**src/rtl/axi_frame_tagger.sv**
```systemverilog
// Framing stage ahead of the channelizer FIFO: tags samples with their in-frame index,
// marks frame ends with tlast, and only starts a frame when the FIFO is not almost full.
module axi_frame_tagger #(
  parameter int DATA_WIDTH  = 32,
  parameter int TUSER_WIDTH = 8
) (
  input  logic                   clk,
  input  logic                   sync_reset,
  input  logic [TUSER_WIDTH-1:0] frame_len_m1,
  input  logic                   s_axis_tvalid,
  input  logic [DATA_WIDTH-1:0]  s_axis_tdata,
  input  logic                   s_axis_tlast,
  output logic                   s_axis_tready,
  output logic                   m_axis_tvalid,
  output logic [DATA_WIDTH-1:0]  m_axis_tdata,
  output logic                   m_axis_tlast,
  output logic [TUSER_WIDTH-1:0] m_axis_tuser,
  input  logic                   m_axis_tready,
  input  logic                   m_axis_almost_full,
  output logic                   frame_err
);

  typedef enum logic {IDLE, RUN} state_t;

  typedef struct packed {
    logic [DATA_WIDTH-1:0]  data;
    logic [TUSER_WIDTH-1:0] user;
    logic                   last;
  } beat_t;

  state_t                 state_q, state_d;
  logic [TUSER_WIDTH-1:0] len_q, len_d;
  logic [TUSER_WIDTH-1:0] cnt_q, cnt_d;
  beat_t                  main_q, main_d, skid_q, skid_d;
  logic                   main_vld_q, main_vld_d;
  logic                   skid_vld_q, skid_vld_d;
  logic                   rdy_q, rdy_d;
  logic                   err_q, err_d;

  logic                   acc, drain, hit;
  logic [TUSER_WIDTH-1:0] idx, eff_len;
  beat_t                  in_beat;

  always_comb begin
    acc     = s_axis_tvalid & rdy_q;
    drain   = main_vld_q & m_axis_tready;
    // In IDLE the live frame_len_m1 governs the first sample of the new frame.
    eff_len = (state_q == IDLE) ? frame_len_m1 : len_q;
    idx     = (state_q == IDLE) ? '0 : cnt_q;
    hit     = (idx == eff_len);

    in_beat.data = s_axis_tdata;
    in_beat.user = idx;
    in_beat.last = hit | s_axis_tlast;

    state_d    = state_q;
    len_d      = eff_len;
    cnt_d      = cnt_q;
    main_d     = main_q;
    main_vld_d = main_vld_q;
    skid_d     = skid_q;
    skid_vld_d = skid_vld_q;
    err_d      = acc & s_axis_tlast & ~hit;

    if (acc) begin
      if (in_beat.last) begin
        state_d = IDLE;
        cnt_d   = '0;
      end else begin
        state_d = RUN;
        cnt_d   = idx + TUSER_WIDTH'(1);
      end
    end

    // Accept is impossible while skid is occupied (rdy_q tracks skid empty).
    if (drain || !main_vld_q) begin
      if (skid_vld_q) begin
        main_d     = skid_q;
        main_vld_d = 1'b1;
        skid_vld_d = 1'b0;
      end else if (acc) begin
        main_d     = in_beat;
        main_vld_d = 1'b1;
      end else begin
        main_vld_d = 1'b0;
      end
    end else if (acc) begin
      skid_d     = in_beat;
      skid_vld_d = 1'b1;
    end

    rdy_d = ~skid_vld_d & ((state_d == RUN) | ~m_axis_almost_full);
  end

  always_ff @(posedge clk) begin
    if (!sync_reset) begin
      state_q    <= IDLE;
      len_q      <= '0;
      cnt_q      <= '0;
      main_q     <= '0;
      main_vld_q <= 1'b0;
      skid_q     <= '0;
      skid_vld_q <= 1'b0;
      rdy_q      <= 1'b0;
      err_q      <= 1'b0;
    end else begin
      state_q    <= state_d;
      len_q      <= len_d;
      cnt_q      <= cnt_d;
      main_q     <= main_d;
      main_vld_q <= main_vld_d;
      skid_q     <= skid_d;
      skid_vld_q <= skid_vld_d;
      rdy_q      <= rdy_d;
      err_q      <= err_d;
    end
  end

  assign s_axis_tready = rdy_q;
  assign m_axis_tvalid = main_vld_q;
  assign m_axis_tdata  = main_q.data;
  assign m_axis_tuser  = main_q.user;
  assign m_axis_tlast  = main_q.last;
  assign frame_err     = err_q;

endmodule

```
**config.mk**
```make
export PLATFORM = sky130hd
export DESIGN_NAME = axi_frame_tagger
export DESIGN_NICKNAME = d
export VERILOG_FILES = /design/src/rtl/axi_frame_tagger.sv
export SDC_FILE = /design/constraint.sdc
export NUM_CORES = 1
export LEC_CHECK = 0
export ABC_AREA = 1
export CORE_UTILIZATION = 51
export DETAILED_ROUTE_END_ITERATION = 16
export PLACE_DENSITY = 0.8
export SYNTH_ARGS = -nofsm -noshare
export SYNTH_HDL_FRONTEND = slang
export SYNTH_SLANG_ARGS = --single-unit
export TNS_END_PERCENT = 50
```
**constraint.sdc**
```tcl
create_clock -name clk -period 1.83 [get_ports clk]
set_input_delay 0.2745 -clock clk [delete_from_list [all_inputs] [get_ports clk]]
set_output_delay 0.2745 -clock clk [all_outputs]
set_load 0.02 [all_outputs]
```
==> flow_summary.yaml <==
sta:
  layout_min_cycle_time_ns: 1.70
  worstMarginPinSlew_ns: 0.629
  post-route-period-util_pct: 93.1
  fmax_ghz: 0.587
  setup_viol: 0
  timing.hold.ws_ns: 0.456
  slew_viol_final: 0
  finalHoldViolCount: 0
  slew_headroom_pct: 58.0
  finClkSkew_ns: 0.00877
synth:
  ys_seq_area_share_pct: 48.5
  ys_warn_count: 0
  avgSynthCellArea_sq_um: 7.38
  synth_fp_nets: 623
  synth.distinct_cells: 25
  synthCells: 576
  synth-seq-cells: 103
  netlist_area_sq_um: 4250
detailed_routing:
  dr.pass1.iters: 5
  antenna_left: 0
  drc: 0
  drt-wirelength-per-cell_microns: 13.6
  drt-initial-drc-count: 197
  num_vias: 4106
  finalWirelength_microns: 10400
  via_per_inst: 5.37
run_status:
  status: "completed"
place:
  dp_hpwl_microns: 6690
  port_buffers: 89
  place_congestion: 0.882
  dp.cells: 744
floorplan:
  coreArea_sq_um: 7890
  die_y_microns: 93.3
  fp.dieW_microns: 93.3
  io_pins: 90
  row_count: 32
  die-area_sq_um: 8700
  start_util_pct: 53.9
setup_path:
  crit_type: "flip-flop to flip-flop"
  r2r_slack_ns: 0.13
  worstPathCellList: "buf_12, buf_4, nand2_1, nand3_1, nand2_1, nand2_1, nor2_1, nand2_1, buf_4, nand4_1, a21oi_1"
  slowest_stage: "dfxtp_2"
  cpPeakStageDelay_ns: 0.35
  cp_common_cell: "nand2_1"
  cp-start-kind: "flip-flop"
  endpoint_kind: "flip-flop"
  path_delay_family: "simple AND/OR/NAND/NOR gates"
  r2r_cells: 11
  reg2reg_from: "state_q$_SDFF_PN0_"
  cp.arrival_ns: 1.94
  cp_num_buf_inv: 3
  critPathRequiredTime_ns: 2.06
  r2r_end: "cnt_q[4]$_SDFFE_PN0P_"
  crit_fanout: 12
global_routing:
  grt_max_degree: 81
  first_global_vias: 3703
  grt_pass1_wl_microns: 17200
  grt_overflow: 0
  grt.total_usage_pct: 24.8
  antenna_found_initial: 0
cells_and_area:
  final_util_pct: 69.9
  post_layout_nonfiller_instances: 765
  layout_commonest_cell: "nand2_1"
  num_antenna_cells: 0
  mostFrequentLayoutCells: "nand2_1 (131), dfxtp_1 (102), clkdlybuf4s50_1 (88), o21ai_0 (76), nor2_1 (75)"
  nFillCells: 660
  drive_gt1_share_pct: 9.35
  num-nets-final: 705
  area_growth_syn_to_layout_pct: 29.7
pwr:
  leakage_uw: 0.00230
  intPower_uw: 3140
  p_comb_share_pct: 12.7
  seqPwrFrac_pct: 55.3
  p_sw_uw: 1130
  vdd_ir_drop_max_mv: 0.500
  p_clk_share_pct: 32.0
  power_density_nw_per_um2: 775
  p_sw_share_pct: 26.4
cts:
  cts.sinks: 103
  cts_made_buffers: 9
  clock-root-buffer: "clkbuf_8"
  h-tree-depth: 3
  clk_path_buf_depth: 2
  clk_pin_slew_ns: 0.10
  insertion_delay_ns: 0.37
  cts_tree: "built"
worst_hold_path:
  hp-class: "primary input to flip-flop"
  hold_end: "skid_vld_q$_SDFF_PN0_"
  min_from: "sync_reset"
  holdPathStages: 3
run:
  cap_viol_max_count: 0
-- layer usage --
layer / global-route usage [%] / up-vias / share of wire, %
met4: 7.95 / 0 / 1.2
met1: 33.5 / 1858 / 45
met5: 0 / - / 0
li1: - / 2092 / -
met3: 4.47 / 9 / 7.0
met2: 40.3 / 147 / 46
-- sequential cells by signal, indices dropped and copies added (netlist names) --
name / cells
m_axis_tuser: 8
len_q: 8
s_axis_tready: 1
m_axis_tlast: 1
skid_q: 41
state_q: 1
m_axis_tdata: 32
m_axis_tvalid: 1
cnt_q: 8
frame_err: 1
skid_vld_q: 1
-- cells by family after synthesis --
| logic type | Yosys count | share of synthesized area, % |
|---|---|---|
| DFF | 103 | 48.5 |
| AOI/OAI and AO/OA | 152 | 19.2 |
| adders and majority gates | 1 | 0.294 |
| and+or+nand+nor | 254 | 24.7 |
| xor gates and xnor gates | 2 | 0.412 |
| buffers and inverters | 64 | 6.92 |
-- metrics by stage --
step | TNS, ns | area [sq um] | setup WS (ns) | power, uW
2_1_floorplan | 0 | 4250 | 0.287 | 2670
3_3_place_gp | 0 | 5250 | 0.119 | 2930
3_5_place_dp | 0 | 5250 | 0.0245 | 2940
4_1_cts | 0 | 5470 | 0.0527 | 4300
5_1_grt | -0.000494 | 5510 | -0.000494 | 4440
6_report | 0 | 5510 | 0.126 | 4270
-- tightest hold or removal path, stage by stage --
cell and delay (ns):
buf_2 0.09, inv_1 0.24, nor2_1 0.18
-- power groups by stage --
stage | Clock (uW) | Sequential [uW] | Combinational [uW]
final | 1370 | 2360 | 542
after global routing | 1480 | 2370 | 588
after global placement | 0 | 2410 | 522
after floorplan | 0 | 2480 | 186
after CTS | 1400 | 2360 | 541
after detailed placement | 0 | 2410 | 532
-- area by class of cell --
cell class | instances | area, sq um | area share, %
Clock buffer | 10 | 138 | 2.50
Clock inverter | 6 | 52.6 | 0.953
Inverter | 22 | 82.6 | 1.50
Multi-Input combinational cell | 409 | 1910 | 34.6
Sequential cell | 103 | 2060 | 37.4
Tap cell | 102 | 128 | 2.32
Timing Repair Buffer | 113 | 1140 | 20.7
-- timing repair --
item / 4_1_cts / 5_1_grt
hold buffers: 0 / 0
gates cloned: 1 / 0
resized for setup: 1 / 5
setup buffers: 0 / 4
pin swaps: 0 / 2
endpoints found under the setup margin: 2 / 2
-- Yosys cell counts (all sizes together) --
library cell / count / share of area (%)
a31oi: 39 / 5.7
o21ai: 81 / 9.5
dfxtp: 103 / 49
clkbuf: 30 / 2.7
xor2: 2 / 0.41
nand2: 141 / 13
a21oi: 31 / 3.7
ha: 1 / 0.29
nor2: 79 / 7.0
nand3: 24 / 2.8
inv: 20 / 1.8
a211oi: 1 / 0.18
clkinv: 2 / 0.18
nand4: 10 / 1.5
buf: 12 / 2.2
-- how the worst max path moves through the flow --
stage,from,depth (start not counted),end
floorplan,state_q$_SDFF_PN0_,13,cnt_q[6]$_SDFFE_PN0P_
global placement,state_q$_SDFF_PN0_,12,cnt_q[6]$_SDFFE_PN0P_
detailed placement,state_q$_SDFF_PN0_,12,cnt_q[6]$_SDFFE_PN0P_
CTS,state_q$_SDFF_PN0_,12,cnt_q[6]$_SDFFE_PN0P_
global route,state_q$_SDFF_PN0_,12,cnt_q[6]$_SDFFE_PN0P_
finish,state_q$_SDFF_PN0_,11,cnt_q[4]$_SDFFE_PN0P_
Power figures use the tool's default switching activity.
==> edit 1, RTL diff (same settings) <==
Register the output `frame_err` once more, without a reset; this adds one clock of latency there. The other outputs are not delayed to match.
--- a/src/rtl/axi_frame_tagger.sv
+++ b/src/rtl/axi_frame_tagger.sv
@@ -123,3 +123,5 @@
   assign m_axis_tlast  = main_q.last;
-  assign frame_err     = err_q;
+  always_ff @(posedge clk) begin
+    frame_err <= err_q;
+  end
 
Behaviour: not the same (a bounded check fails within 4 cycles, from zero or initial values and one cycle with sync_reset low).
==> edit 1 against the unedited design <==
  * Sequential cell count rose by 1
  * Synthesized area rose by 0.47%
  * Critical endpoint is now m_axis_tdata[22]
  * Synthesized cell count rose by 0.17%
  * Sequential share of layout area rose by 0.73 points
  * Core utilization fell by 3.0 points
  * Routed wire length fell by 2.5%
  * Highest routed layer unchanged
  * Design area fell by 0.77%
  * Non-clock buffer count fell by 4
  * Power fell by 0.62%
  * Setup slack improved by 0.073 ns
==> edit 1: results (changes against the unedited design) <==
status complete, no violations; largest net degree at the start of global routing 53 (-35%); ranking of synthesized cells by area dfxtp_1 49%, nand2_1 12%, o21ai_0 8.9%, nor2_1 6.9%, a31oi_1 5.7%; synthesized area per cell 7.401 sq um (+0.30%); total track usage 24.10% (-0.74 points); fillers 677 (+2.6%); CP Max Fanout 2 (-10); DR vias 4124 (+0.44%); Synth Area in Adders 0.2930% (-0.0014 points); most frequent cells after synthesis 132 x nand2_1, 104 x dfxtp_1, 78 x nor2_1; Worst VDD drop 0.0003556 V (-29%); Non-clock buffer share 19.86% (-0.85 points); share of layout cells above drive strength 1 8.333% (-1.0 points); Syn-to-layout area delta 28.07%; Worst-Margin Slew 0.4901 ns (-0.1393 ns); ys async rst share 0% (unchanged); Critical-path top delay cell clkdlybuf4s50_1; Leak 2.274 nW (-1.3%); HPWL after DPL 6.598 mm (-1.4%); Synth Area in XOR/XNOR 0.4102% (-0.0019 points); Clock Skew 0.01190 ns (+0.003131 ns); Clock-cell share 3.294% (-0.16 points); Layout Nets 702 (-0.43%); Non-clock buffers 109 (-3.5%); vias in the first global route 3732 (+0.78%); fraction of area in multi-input gates 34.77% (+0.18 points); Storage cell area 0.002087 sq mm (+1.2%); slowest cell delay on critical path 0.62 ns (+0.27 ns); family with the most delay on the worst path buffers and inverters; min-delay worst type register to register; syn nets 624 (+0.16%); Sink Count 104 (+0.97%)
==> edit 1: what timing repair did <==
item                                    in CTS  in global routing
endpoints found under the setup margin       0                  9
hold buffers                                 0                  0
resized for setup                            0                  4
==> edit 1: per-layer routing <==
metal | vias to the layer above | part of all wire, % | global-route usage, %
met2 | 147 | 46 | 39.03
met5 | - | 0 | 0
li1 | 2084 | - | -
met1 | 1882 | 46 | 32.35
met4 | 0 | 0.79 | 6.538
met3 | 11 | 7.2 | 5.366
==> edit 1: path summary, 6_finish.rpt <==
check	start	endpoint	slack, ns	cells past startpoint
setup / recovery	m_axis_tdata[22]$_SDFFE_PN0P_	m_axis_tdata[22]	0.20	1
hold / removal	err_q$_SDFF_PN0_	frame_err$_DFF_P_	0.34	0
setup reg to reg	state_q$_SDFF_PN0_	cnt_q[4]$_SDFFE_PN0P_	0.23	10
hold reg to reg	err_q$_SDFF_PN0_	frame_err$_DFF_P_	0.34	0
==> edit 1: per-stage QoR <==
stage | hold WS (ns) | setup WS [ns] | instances | util, %
after floorplan | 0.3096 | 0.2875 | 577 | -
after global placement | 0.3098 | 0.1152 | 749 | 64.63
after detailed placement | 0.3150 | 0.04645 | 749 | 64.63
after CTS | 0.3389 | 0.06113 | 765 | 66.84
after global routing | 0.3538 | 0.03212 | 765 | 66.90
final | 0.3376 | 0.1992 | 765 | 66.90
==> edit 1: cells by family after synthesis <==
kind of cell | count (synthesis)
xor gates and xnor gates | 2
adders and majority gates | 1
and+or+nand+nor | 254
AOI/OAI and AO/OA | 152
DFF | 104
buffers and inverters | 64
==> edit 1: power by group <==
part,total (mW),switching (mW),internal [mW]
registers,2.38,0.0435,2.34
clock network,1.33,0.790,0.537
logic,0.534,0.267,0.267
total,4.25,1.10,3.15
==> edit 2, RTL diff (same flow settings) <==
Made on the original files. `TUSER_WIDTH`: 8 -> 7.
--- a/src/rtl/axi_frame_tagger.sv
+++ b/src/rtl/axi_frame_tagger.sv
@@ -4,3 +4,3 @@
   parameter int DATA_WIDTH  = 32,
-  parameter int TUSER_WIDTH = 8
+  parameter int TUSER_WIDTH = 7
 ) (
Interface: changed (resized frame_len_m1 and m_axis_tuser); port bits go from 90 to 88. The function was not compared with the original's and may differ.
==> edit 2 against the unedited design <==
  * Setup slack better by 0.080 ns
  * Design area is 5.4% lower
  * Critical path depth fell by 2
  * Sequential cell count fell by 4
  * Clock power rose by 4%
  * Synthesized area decreased by 5.0%
  * Synthesized cell count fell by 5.9%
  * Maximum frequency increased by 5.0%
  * Power is 1.1% lower
  * Routed wire length fell by 6.2%
  * Critical endpoint unchanged
  * Largest cell class unchanged
==> edit 2: results (changes against the unedited design) <==
PortBufs 87 (-2.2%); hold path startpoint sync_reset; gpl congestion 0.9006 (+2.1%); complex-gate fraction of the synthesized area 19.59% (+0.40 points); largest net degree at the start of global routing 80 (-1.2%); Critical-path top delay cell dfxtp_1; M2 GR Usage 40.15% (-0.17 points); Min Hold Slack 0.4098 ns (-0.04574 ns); vias in the first global route 3709 (+0.16%); Ant. Diodes 0 (unchanged); GRT met1 Usage 33.51% (about the same); Cells after DPL 705 (-5.2%); Pre-antenna DRT Iters 5 (unchanged); register area share after synthesis 49.10% (+0.59 points); wire per inst 13.51 microns (-0.44%); Worst R2R Path Depth 9 (-2); Layout Nets 660 (-6.4%); Leak 2.146 nW (-6.9%); combinational share of power 12.4% (-0.3 points); global-route wire length before repair 16.95 mm (-1.6%); Clock Skew 0.008631 ns (-0.0001389 ns); worst hold path depth 3 (unchanged); Worst Hold End skid_vld_q$_SDFF_PN0_; Sw Share 25.13% (-1.3 points); total track usage 25.00% (+0.16 points); fillers 651 (-1.4%); Net Switching 1.061 mW (-6.1%); most frequent cells after synthesis 119 x nand2_1, 99 x dfxtp_1, 79 x o21ai_0; register-to-register setup slack 0.21 ns (+0.08 ns); status complete, no violations; Clock group 1.43 mW (+4%); Distinct cells, synth 25 (unchanged); Post-CTS Resized 0 (-1); Max Freq 616.0 MHz (+5.0%); Initial DRC Count 254 (+29%); CP Max Fanout 9 (-3); multiplexer area fraction after synthesis 0% (unchanged); post-place setup slack 0.07133 ns (+0.04688 ns); syn nets 588 (-5.6%); family with the most delay on the worst path buffers and inverters; HPWL after DPL 6.268 mm (-6.3%); Area after DPL 0.005007 sq mm (-4.6%); WP data arrival 1.85 ns (-0.09 ns); DR vias/cell 5.377 (+0.19%); met3 GRT Util 5.025% (+0.55 points); synthesized area per cell 7.447 sq um (+0.92%); Worst VDD drop 0.0005604 V (+12%); ranking of synthesized cells by area dfxtp_1 49%, nand2_1 11%, o21ai_0 9.8%, nor2_1 7.0%, a31oi_1 5.9%; Synth Area in XOR/XNOR 0.6510% (+0.24 points); share of layout cells above drive strength 1 7.754% (-1.6 points); Synth Area in Adders 0.3100% (+0.016 points); max reg flops 40 (-2.4%); Worst-Margin Slew 0.6139 ns (-0.01544 ns); TritonCTS buffer count 9 (unchanged); drt total wl 9.740 mm (-6.2%)
[edit 2: cell types whose count changed in the layout (fill, tap and decap cells not counted), moves of 3 or more]
cell	delta
a21oi_1	-3
nor2_4	+3
buf_4	-11
nor2_2	-4
o21ai_0	+3
dfxtp_1	-3
nand2_1	-12
nand4_1	-3
o21ai_1	-4
nand3_1	-5
[edit 2: cell type report]
| cell class | instances | area, sq um | share of cell area (%) |
|---|---|---|---|
| inverters | 21 | 78.83 | 1.512 |
| clock buffers | 11 | 141.4 | 2.712 |
| multi-input cells | 384 | 1815 | 34.83 |
| repair buffers | 99 | 1006 | 19.30 |
| well taps | 102 | 127.6 | 2.448 |
| clock inverters | 5 | 61.31 | 1.176 |
| flip-flops and latches | 99 | 1982 | 38.02 |
[edit 2: routing by layer]
| metal | share of wire [%] | wire length [microns] |
|---|---|---|
| met5 | 0 | 0 |
| met4 | 1.4 | 135 |
| met3 | 5.5 | 537 |
| met2 | 47 | 4545 |
| met1 | 46 | 4522 |
